$ cat config.mk
export PLATFORM = sky130hd
export DESIGN_NAME = row_scalar_divider_flat
export DESIGN_NICKNAME = d
export VERILOG_FILES = /design/src/rtl/row_scalar_divider_if.sv /design/src/rtl/row_scalar_divider.sv /design/src/flat_wrapper.sv
export SDC_FILE = /design/constraint.sdc
export NUM_CORES = 1
export LEC_CHECK = 0
export ABC_AREA = 1
export ABC_CLOCK_PERIOD_IN_PS = 5900
export BUFFER_PORTS_ARGS = -buffer_cell sky130_fd_sc_hd__buf_2
export CORE_MARGIN = 2
export CORE_UTILIZATION = 58
export CTS_BUF_LIST = sky130_fd_sc_hd__clkbuf_16
export DETAILED_ROUTE_END_ITERATION = 6
export PLACE_DENSITY = 0.89
export SLEW_MARGIN = 10
export SYNTH_ARGS = -nofsm -noshare
export SYNTH_HDL_FRONTEND = slang
export SYNTH_SLANG_ARGS = --single-unit
$ cat constraint.sdc
create_clock -name clk -period 5.9 [get_ports clk]
set_input_delay 0.295 -clock clk [delete_from_list [all_inputs] [get_ports clk]]
set_output_delay 0.295 -clock clk [all_outputs]
set_load 0.1 [all_outputs]
$ cat src/rtl/row_scalar_divider_if.sv
// Start/done handshake bundle for the row-by-scalar divider.
// The controller side drives the request; the divider side returns status.
interface row_scalar_divider_if #(
    parameter int ELEM_W = 8,
    parameter int N_ELEM = 5
);
    localparam int ROW_W = N_ELEM * ELEM_W;

    logic              start;
    logic [ROW_W-1:0]  m_in;
    logic [ELEM_W-1:0] n;
    logic              busy;
    logic              done;
    logic [ROW_W-1:0]  m_out;
    logic              ovf;
    logic              dbz;

    modport master (
        output start, m_in, n,
        input  busy, done, m_out, ovf, dbz
    );

    modport slave (
        input  start, m_in, n,
        output busy, done, m_out, ovf, dbz
    );
endinterface

$ cat src/rtl/row_scalar_divider.sv
// Divides a packed row of signed elements by a signed scalar,
// one element at a time through a shared restoring divider.
module row_scalar_divider #(
    parameter int ELEM_W = 8,
    parameter int N_ELEM = 5
) (
    input logic                clk,
    input logic                rst,
    row_scalar_divider_if.slave bus
);
    localparam int ROW_W = N_ELEM * ELEM_W;
    localparam int IDX_W = (N_ELEM > 1) ? $clog2(N_ELEM) : 1;
    localparam int CNT_W = $clog2(ELEM_W);

    typedef enum logic [1:0] {
        IDLE,
        DIV,
        FIX,
        DONE
    } state_t;

    state_t            state;
    logic [ROW_W-1:0]  m_reg;
    logic [ELEM_W-1:0] n_reg;
    logic [ROW_W-1:0]  res;
    logic [IDX_W-1:0]  idx;
    logic [CNT_W-1:0]  cnt;
    logic [ELEM_W-1:0] rem;
    logic [ELEM_W-1:0] quo;
    logic              busy;
    logic              done;
    logic [ROW_W-1:0]  m_out;
    logic              ovf;
    logic              dbz;

    logic [ELEM_W-1:0] elem;
    logic [ELEM_W-1:0] elem_mag;
    logic [ELEM_W-1:0] div_mag;
    logic [ELEM_W:0]   trial;
    logic              fits;
    logic [ELEM_W-1:0] rem_new;
    logic              q_neg;
    logic              is_ovf;
    logic [ELEM_W-1:0] slot_val;
    logic [ROW_W-1:0]  res_next;
    logic              last;

    assign bus.busy  = busy;
    assign bus.done  = done;
    assign bus.m_out = m_out;
    assign bus.ovf   = ovf;
    assign bus.dbz   = dbz;

    // Select the element currently being divided (element 0 sits in the top byte).
    always_comb begin
        elem = '0;
        for (int i = 0; i < N_ELEM; i++) begin
            if (idx == IDX_W'(i)) begin
                elem = m_reg[(N_ELEM-1-i)*ELEM_W +: ELEM_W];
            end
        end
    end

    // One restoring-division step on magnitudes; -128 maps to unsigned 128.
    always_comb begin
        elem_mag = elem[ELEM_W-1] ? (~elem + 1'b1) : elem;
        div_mag  = n_reg[ELEM_W-1] ? (~n_reg + 1'b1) : n_reg;
        trial    = {rem, elem_mag[cnt]};
        fits     = (trial >= {1'b0, div_mag});
        rem_new  = fits ? ELEM_W'(trial - {1'b0, div_mag})
                        : trial[ELEM_W-1:0];
    end

    // Sign-correct the finished quotient and merge it into the result row.
    always_comb begin
        q_neg    = elem[ELEM_W-1] ^ n_reg[ELEM_W-1];
        is_ovf   = (elem == {1'b1, {(ELEM_W-1){1'b0}}}) && (n_reg == '1);
        slot_val = q_neg ? (~quo + 1'b1) : quo;
        if (is_ovf) begin
            slot_val = {1'b1, {(ELEM_W-1){1'b0}}};
        end
        res_next = res;
        for (int i = 0; i < N_ELEM; i++) begin
            if (idx == IDX_W'(i)) begin
                res_next[(N_ELEM-1-i)*ELEM_W +: ELEM_W] = slot_val;
            end
        end
        last = (idx == IDX_W'(N_ELEM - 1));
    end

    // Control FSM with all datapath registers and registered outputs.
    always_ff @(posedge clk or posedge rst) begin
        if (rst) begin
            state <= IDLE;
            m_reg <= '0;
            n_reg <= '0;
            res   <= '0;
            idx   <= '0;
            cnt   <= '0;
            rem   <= '0;
            quo   <= '0;
            busy  <= 1'b0;
            done  <= 1'b0;
            m_out <= '0;
            ovf   <= 1'b0;
            dbz   <= 1'b0;
        end else begin
            unique case (state)
                IDLE: begin
                    done <= 1'b0;
                    if (bus.start) begin
                        m_reg <= bus.m_in;
                        n_reg <= bus.n;
                        res   <= '0;
                        idx   <= '0;
                        cnt   <= CNT_W'(ELEM_W - 1);
                        rem   <= '0;
                        quo   <= '0;
                        ovf   <= 1'b0;
                        busy  <= 1'b1;
                        if (bus.n == '0) begin
                            dbz   <= 1'b1;
                            state <= DONE;
                        end else begin
                            dbz   <= 1'b0;
                            state <= DIV;
                        end
                    end
                end
                DIV: begin
                    rem <= rem_new;
                    quo <= {quo[ELEM_W-2:0], fits};
                    if (cnt == '0) begin
                        state <= FIX;
                    end else begin
                        cnt <= cnt - 1'b1;
                    end
                end
                FIX: begin
                    res <= res_next;
                    if (is_ovf) begin
                        ovf <= 1'b1;
                    end
                    if (last) begin
                        m_out <= res_next;
                        done  <= 1'b1;
                        busy  <= 1'b0;
                        state <= DONE;
                    end else begin
                        idx   <= idx + 1'b1;
                        cnt   <= CNT_W'(ELEM_W - 1);
                        rem   <= '0;
                        quo   <= '0;
                        state <= DIV;
                    end
                end
                DONE: begin
                    // The zero-divisor path arrives here without done raised yet.
                    if (!done) begin
                        m_out <= '0;
                        done  <= 1'b1;
                        busy  <= 1'b0;
                    end else begin
                        done  <= 1'b0;
                        state <= IDLE;
                    end
                end
                default: state <= IDLE;
            endcase
        end
    end
endmodule
$ cat src/flat_wrapper.sv
// flat-port wrapper written by rule: the top's interface ports become plain ports
module row_scalar_divider_flat 
#(
    parameter int ELEM_W = 8,
    parameter int N_ELEM = 5
)
  (clk, rst, bus_start, bus_m_in, bus_n, bus_busy, bus_done, bus_m_out, bus_ovf, bus_dbz);
  row_scalar_divider_if #(.ELEM_W(ELEM_W), .N_ELEM(N_ELEM)) bus_i ();
  input logic clk;
  input logic rst;
  input wire logic [$bits(bus_i.start)-1:0] bus_start;
  input wire logic [$bits(bus_i.m_in)-1:0] bus_m_in;
  input wire logic [$bits(bus_i.n)-1:0] bus_n;
  output wire logic [$bits(bus_i.busy)-1:0] bus_busy;
  output wire logic [$bits(bus_i.done)-1:0] bus_done;
  output wire logic [$bits(bus_i.m_out)-1:0] bus_m_out;
  output wire logic [$bits(bus_i.ovf)-1:0] bus_ovf;
  output wire logic [$bits(bus_i.dbz)-1:0] bus_dbz;
  assign bus_i.start = bus_start;
  assign bus_i.m_in = bus_m_in;
  assign bus_i.n = bus_n;
  assign bus_busy = bus_i.busy;
  assign bus_done = bus_i.done;
  assign bus_m_out = bus_i.m_out;
  assign bus_ovf = bus_i.ovf;
  assign bus_dbz = bus_i.dbz;
  row_scalar_divider #(.ELEM_W(ELEM_W), .N_ELEM(N_ELEM)) u_core (.clk(clk), .rst(rst), .bus(bus_i));
endmodule
==> results by stage <==
Status:
- The run finished with clean final reports.

Die:
- The number of I/O pins is 95.
- The vertical die dimension is 117.8 um.
- The area of the core is approximately 13000 um2.
- The initial core utilization is between 50% and 60%.
- The number of placement rows is 41.
- The floorplan step defined a die boundary enclosing 13870 um2.
- The die width is 117.8 um.

CTS:
- Counting the buffers created by CTS gives 17.
- The total number of H-tree levels is 4.
- TritonCTS built the clock tree.
- The clock transition at the registers of the reported paths is 60 ps.
- Clock tree synthesis selected as its root buffer the cell sky130_fd_sc_hd__clkbuf_16.
- The total setup buffers inserted after CTS is 0.
- The clock sink total is 148.
- Gates resized during post-CTS repair numbered 0.
- For this design, the CTS-stage hold fixing added 0 buffers.
- The source-to-sink clock delay at the later pin of the worst-skew pair is 430 ps.
- The maximum clock insertion buffer count is 2.

Synthesis:
- sky130_fd_sc_hd__nand2_1 is the most common cell in the netlist.
- The cell type with the highest aggregate area in the netlist is sky130_fd_sc_hd__dfrtp_1.
- The number of enable-type register cells in the synthesized netlist is 0.
- The number of synthesized register bits is 148.
- After synthesis, the cell types taking the most area are sky130_fd_sc_hd__dfrtp_1 49%, sky130_fd_sc_hd__nand2_1 20%, sky130_fd_sc_hd__o21ai_0 4.0%.
- Ranked by instance count, the synthesized netlist is headed by 393 x sky130_fd_sc_hd__nand2_1, 148 x sky130_fd_sc_hd__dfrtp_1, 76 x sky130_fd_sc_hd__inv_1.
- Dividing the synthesized area by the synthesized cell count gives 7.723 um2.
- After technology mapping, the gate count stands at 972.
- For this run, the leading register cell type out of synthesis is sky130_fd_sc_hd__dfrtp_1.
- The number of different library cells in the post-synthesis netlist is 38.
- The net count of the mapped netlist is 1043.
- The share of the Yosys chip area taken by registers is 49.33%.
- The share of synthesized area in the top cell type comes to 49.33%.
- The proportion of synthesized flip-flops having asynchronous set or reset is 100.0%.
- The count of warnings emitted by yosys is 0.
- The netlist area before placement is between 7000 and 8000 um2.

STA:
- For the pin with the worst max-slew slack, the measured transition is 1002 ps.
- The number of failing hold endpoints at the final stage came to 0.
- The final critical-path share of the clock period is 81.39%.
- The max-slew violation total from the final report is 0.
- Setup repair after global routing left no endpoint under its margin.
- The sum of negative setup slack is 0 ps.
- The worst path needs slightly below 5000 ps of the cycle, external delays included.
- On the final layout, the worst clock skew is ~7.3 ps.
- The total of endpoints with negative setup slack in the final report is 0.
- Once routing completed, OpenROAD measured the worst setup slack at 1098 ps.
- The worst hold slack across all endpoints is 3.034 ps.
- The worst pin sits at a relative slew slack of 32.97%.
- Static timing analysis puts the maximum clock frequency at 208.2 MHz.

Cells and area:
- The total area of sequential cells is 3704 um2.
- The layout has 1014 filler cells.
- The relative area change from synthesis to final layout is 14.78%.
- The final-stage net count is 1124.
- In the final layout, the multi-input gates occupy 3309 um2.
- The post-layout instance area is 8617 um2.
- The proportion of layout cells with a drive suffix above 1 is 15.12%.
- Excluding fillers, the count of instances in the completed layout stands at 1237.
- The total inserted antenna cells is 0.

Detailed routing:
- The met2 routed wirelength is 8.241 mm.
- In the final routed layout, each cell accounts on average for 14.42 um.
- The detailed-route wire length on metal 1 is between 7 and 8 mm.
- Using the TritonRoute via totals, the vias-per-cell ratio works out to 5.470.
- The detailed router placed 6767 vias in this run.
- The final layout contains routed wiring with a total length of 17.83 mm.
- The detailed router finished its first iteration with 606 violations.
- The highest signal layer in the routed design is met4.
- The remaining design rule violation count is 0.
- The routed length on met3 is between 1 and 1.5 mm.
- The count of nets left with antenna violations once routing finished came out at 0.
- The number of iterations in the first detailed-routing pass is 6.

Setup path:
- The internal reg-to-reg setup slack is around 1100 ps.
- In this run the critical register-to-register path is launched from u_core.idx[2]$_DFFE_PP0P_.
- The highest fanout seen on the critical path is 17.
- On the critical path, the stage with the largest delay is an instance of sky130_fd_sc_hd__ha_1.
- The critical path contains buffers and inverters numbering 5 combined.
- The worst setup path startpoint is u_core.idx[2]$_DFFE_PP0P_.
- The worst setup path is launched from a flip-flop.
- The kind of critical path is flip-flop to flip-flop.
- Data on the critical path arrives at its endpoint at 5170 ps.
- STA classifies the critical path endpoint as a flip-flop.
- STA puts the critical path data required time at approximately 6300 ps.
- Counting stages on the worst path, the most repeated cell is sky130_fd_sc_hd__nand2_1.
- The gate family responsible for the most delay along the worst path is simple AND/OR/NAND/NOR gates.
- The largest single stage delay on the critical path is 580 ps.

Global route:
- The number of global-route vias before repair is 6295.
- The total overflow left after global routing is 0.
- Entering global routing, the biggest net connects 88 pins.
- The initial antenna violation count is 0.
- The first global-routing pass estimated 30.03 mm of wire.
- Global routing used 26.85% of the available tracks.

Min path:
- The path type of the worst min-delay path is input pin to asynchronous set/reset pin.

Power and ir drop:
- Across the VDD grid, the largest voltage drop is 0.3953 mV.
- Dividing total power by cell area gives a power density of 590.8 nW/um2.
- The static leakage is 4.639 nW.

Flow run:
- The max-capacitance violation count is 0.

Place:
- The cell area after placement is 8068 um2.
- Before CTS, the worst setup slack after placement is 1410 ps.
- The placed wire-length estimate is 12.11 mm.
- Input and output buffers added on the ports amount to 94.
- After detailed placement, the design holds a cell count of approximately 1200.
- The congestion estimate from routability-driven global placement came to 0.9170.
-- power breakdown --
part	switching, W	internal (W)
clock	0.000417	0.000609
combinational	0.00177	0.000787
sequential	0.000199	0.00131
-- worst register-to-register path, delay by kind of cell (launching register included) --
| family | cells | cell delay, ps |
|---|---|---|
| buf+inv | 5 | 740 |
| fa+ha+maj | 3 | 950 |
| flops | 1 | 460 |
| compound gates | 1 | 210 |
| simple gates | 21 | 2380 |
-- path summary, 6_finish.rpt --
path | endpoint | depth (start not counted)
worst max-delay path | u_core.rem[0]$_DFFE_PP0P_ | 30
worst min-delay path | u_core.bus.m_out[20]$_DFFE_PP0P_ | 2
worst max register to register | u_core.rem[0]$_DFFE_PP0P_ | 30
worst min register to register | u_core.m_reg[7]$_DFFE_PP0P_ | 2
max in group asynchronous | u_core.n_reg[3]$_DFFE_PP0P_ | 3
min in group clk | u_core.m_reg[31]$_DFFE_PP0P_ | 3
-- routing by layer --
metal  vias to the layer above  GRT usage [%]
met4                         0          11.52
met1                      3147          36.88
li1                       3270              -
met5                         -              0
met2                       297          42.04
met3                        53          4.990
-- area by class of cell --
| type | count | share of cell area (%) |
|---|---|---|
| Clock buffer | 17 | 4.937 |
| Clock inverter | 14 | 1.437 |
| Inverter | 87 | 3.848 |
| Multi-Input combinational cell | 700 | 38.41 |
| Sequential cell | 148 | 42.98 |
| Tap cell | 172 | 2.497 |
| Timing Repair Buffer | 99 | 5.895 |
-- cell usage in the layout (no fill, tap or decap), types with 8 or more instances in the layout --
master and count:
sky130_fd_sc_hd__a21oi_1 13, sky130_fd_sc_hd__buf_2 94, sky130_fd_sc_hd__clkbuf_16 17, sky130_fd_sc_hd__dfrtp_1 148, sky130_fd_sc_hd__ha_1 19, sky130_fd_sc_hd__inv_1 79, sky130_fd_sc_hd__inv_2 11, sky130_fd_sc_hd__nand2_1 393
sky130_fd_sc_hd__nand3_1 42, sky130_fd_sc_hd__nor2_1 40, sky130_fd_sc_hd__nor3_1 8, sky130_fd_sc_hd__o21ai_0 60, sky130_fd_sc_hd__o21ai_1 53, sky130_fd_sc_hd__o22ai_1 10, sky130_fd_sc_hd__xor2_1 14
-- per-stage QoR --
step           power (W)  util [%]
3_5_place_dp    0.003998     63.93
5_1_grt         0.005484     68.28
2_1_floorplan   0.003443         -
3_3_place_gp    0.003913     63.93
4_1_cts         0.005054     68.28
6_report        0.005091     68.28
-- kinds of logic after synthesis --
kind of cell / count (synthesis) / share of synthesized area [%]
flip-flops: 148 / 49.33
AO/OA/AOI/OAI: 152 / 10.97
adder cells (fa/ha/maj): 20 / 3.433
XOR/XNOR: 15 / 1.750
AND/OR/NAND/NOR: 513 / 27.83
buffers and inverters: 124 / 6.683
Note: power is estimated with default switching activity, not from simulation.
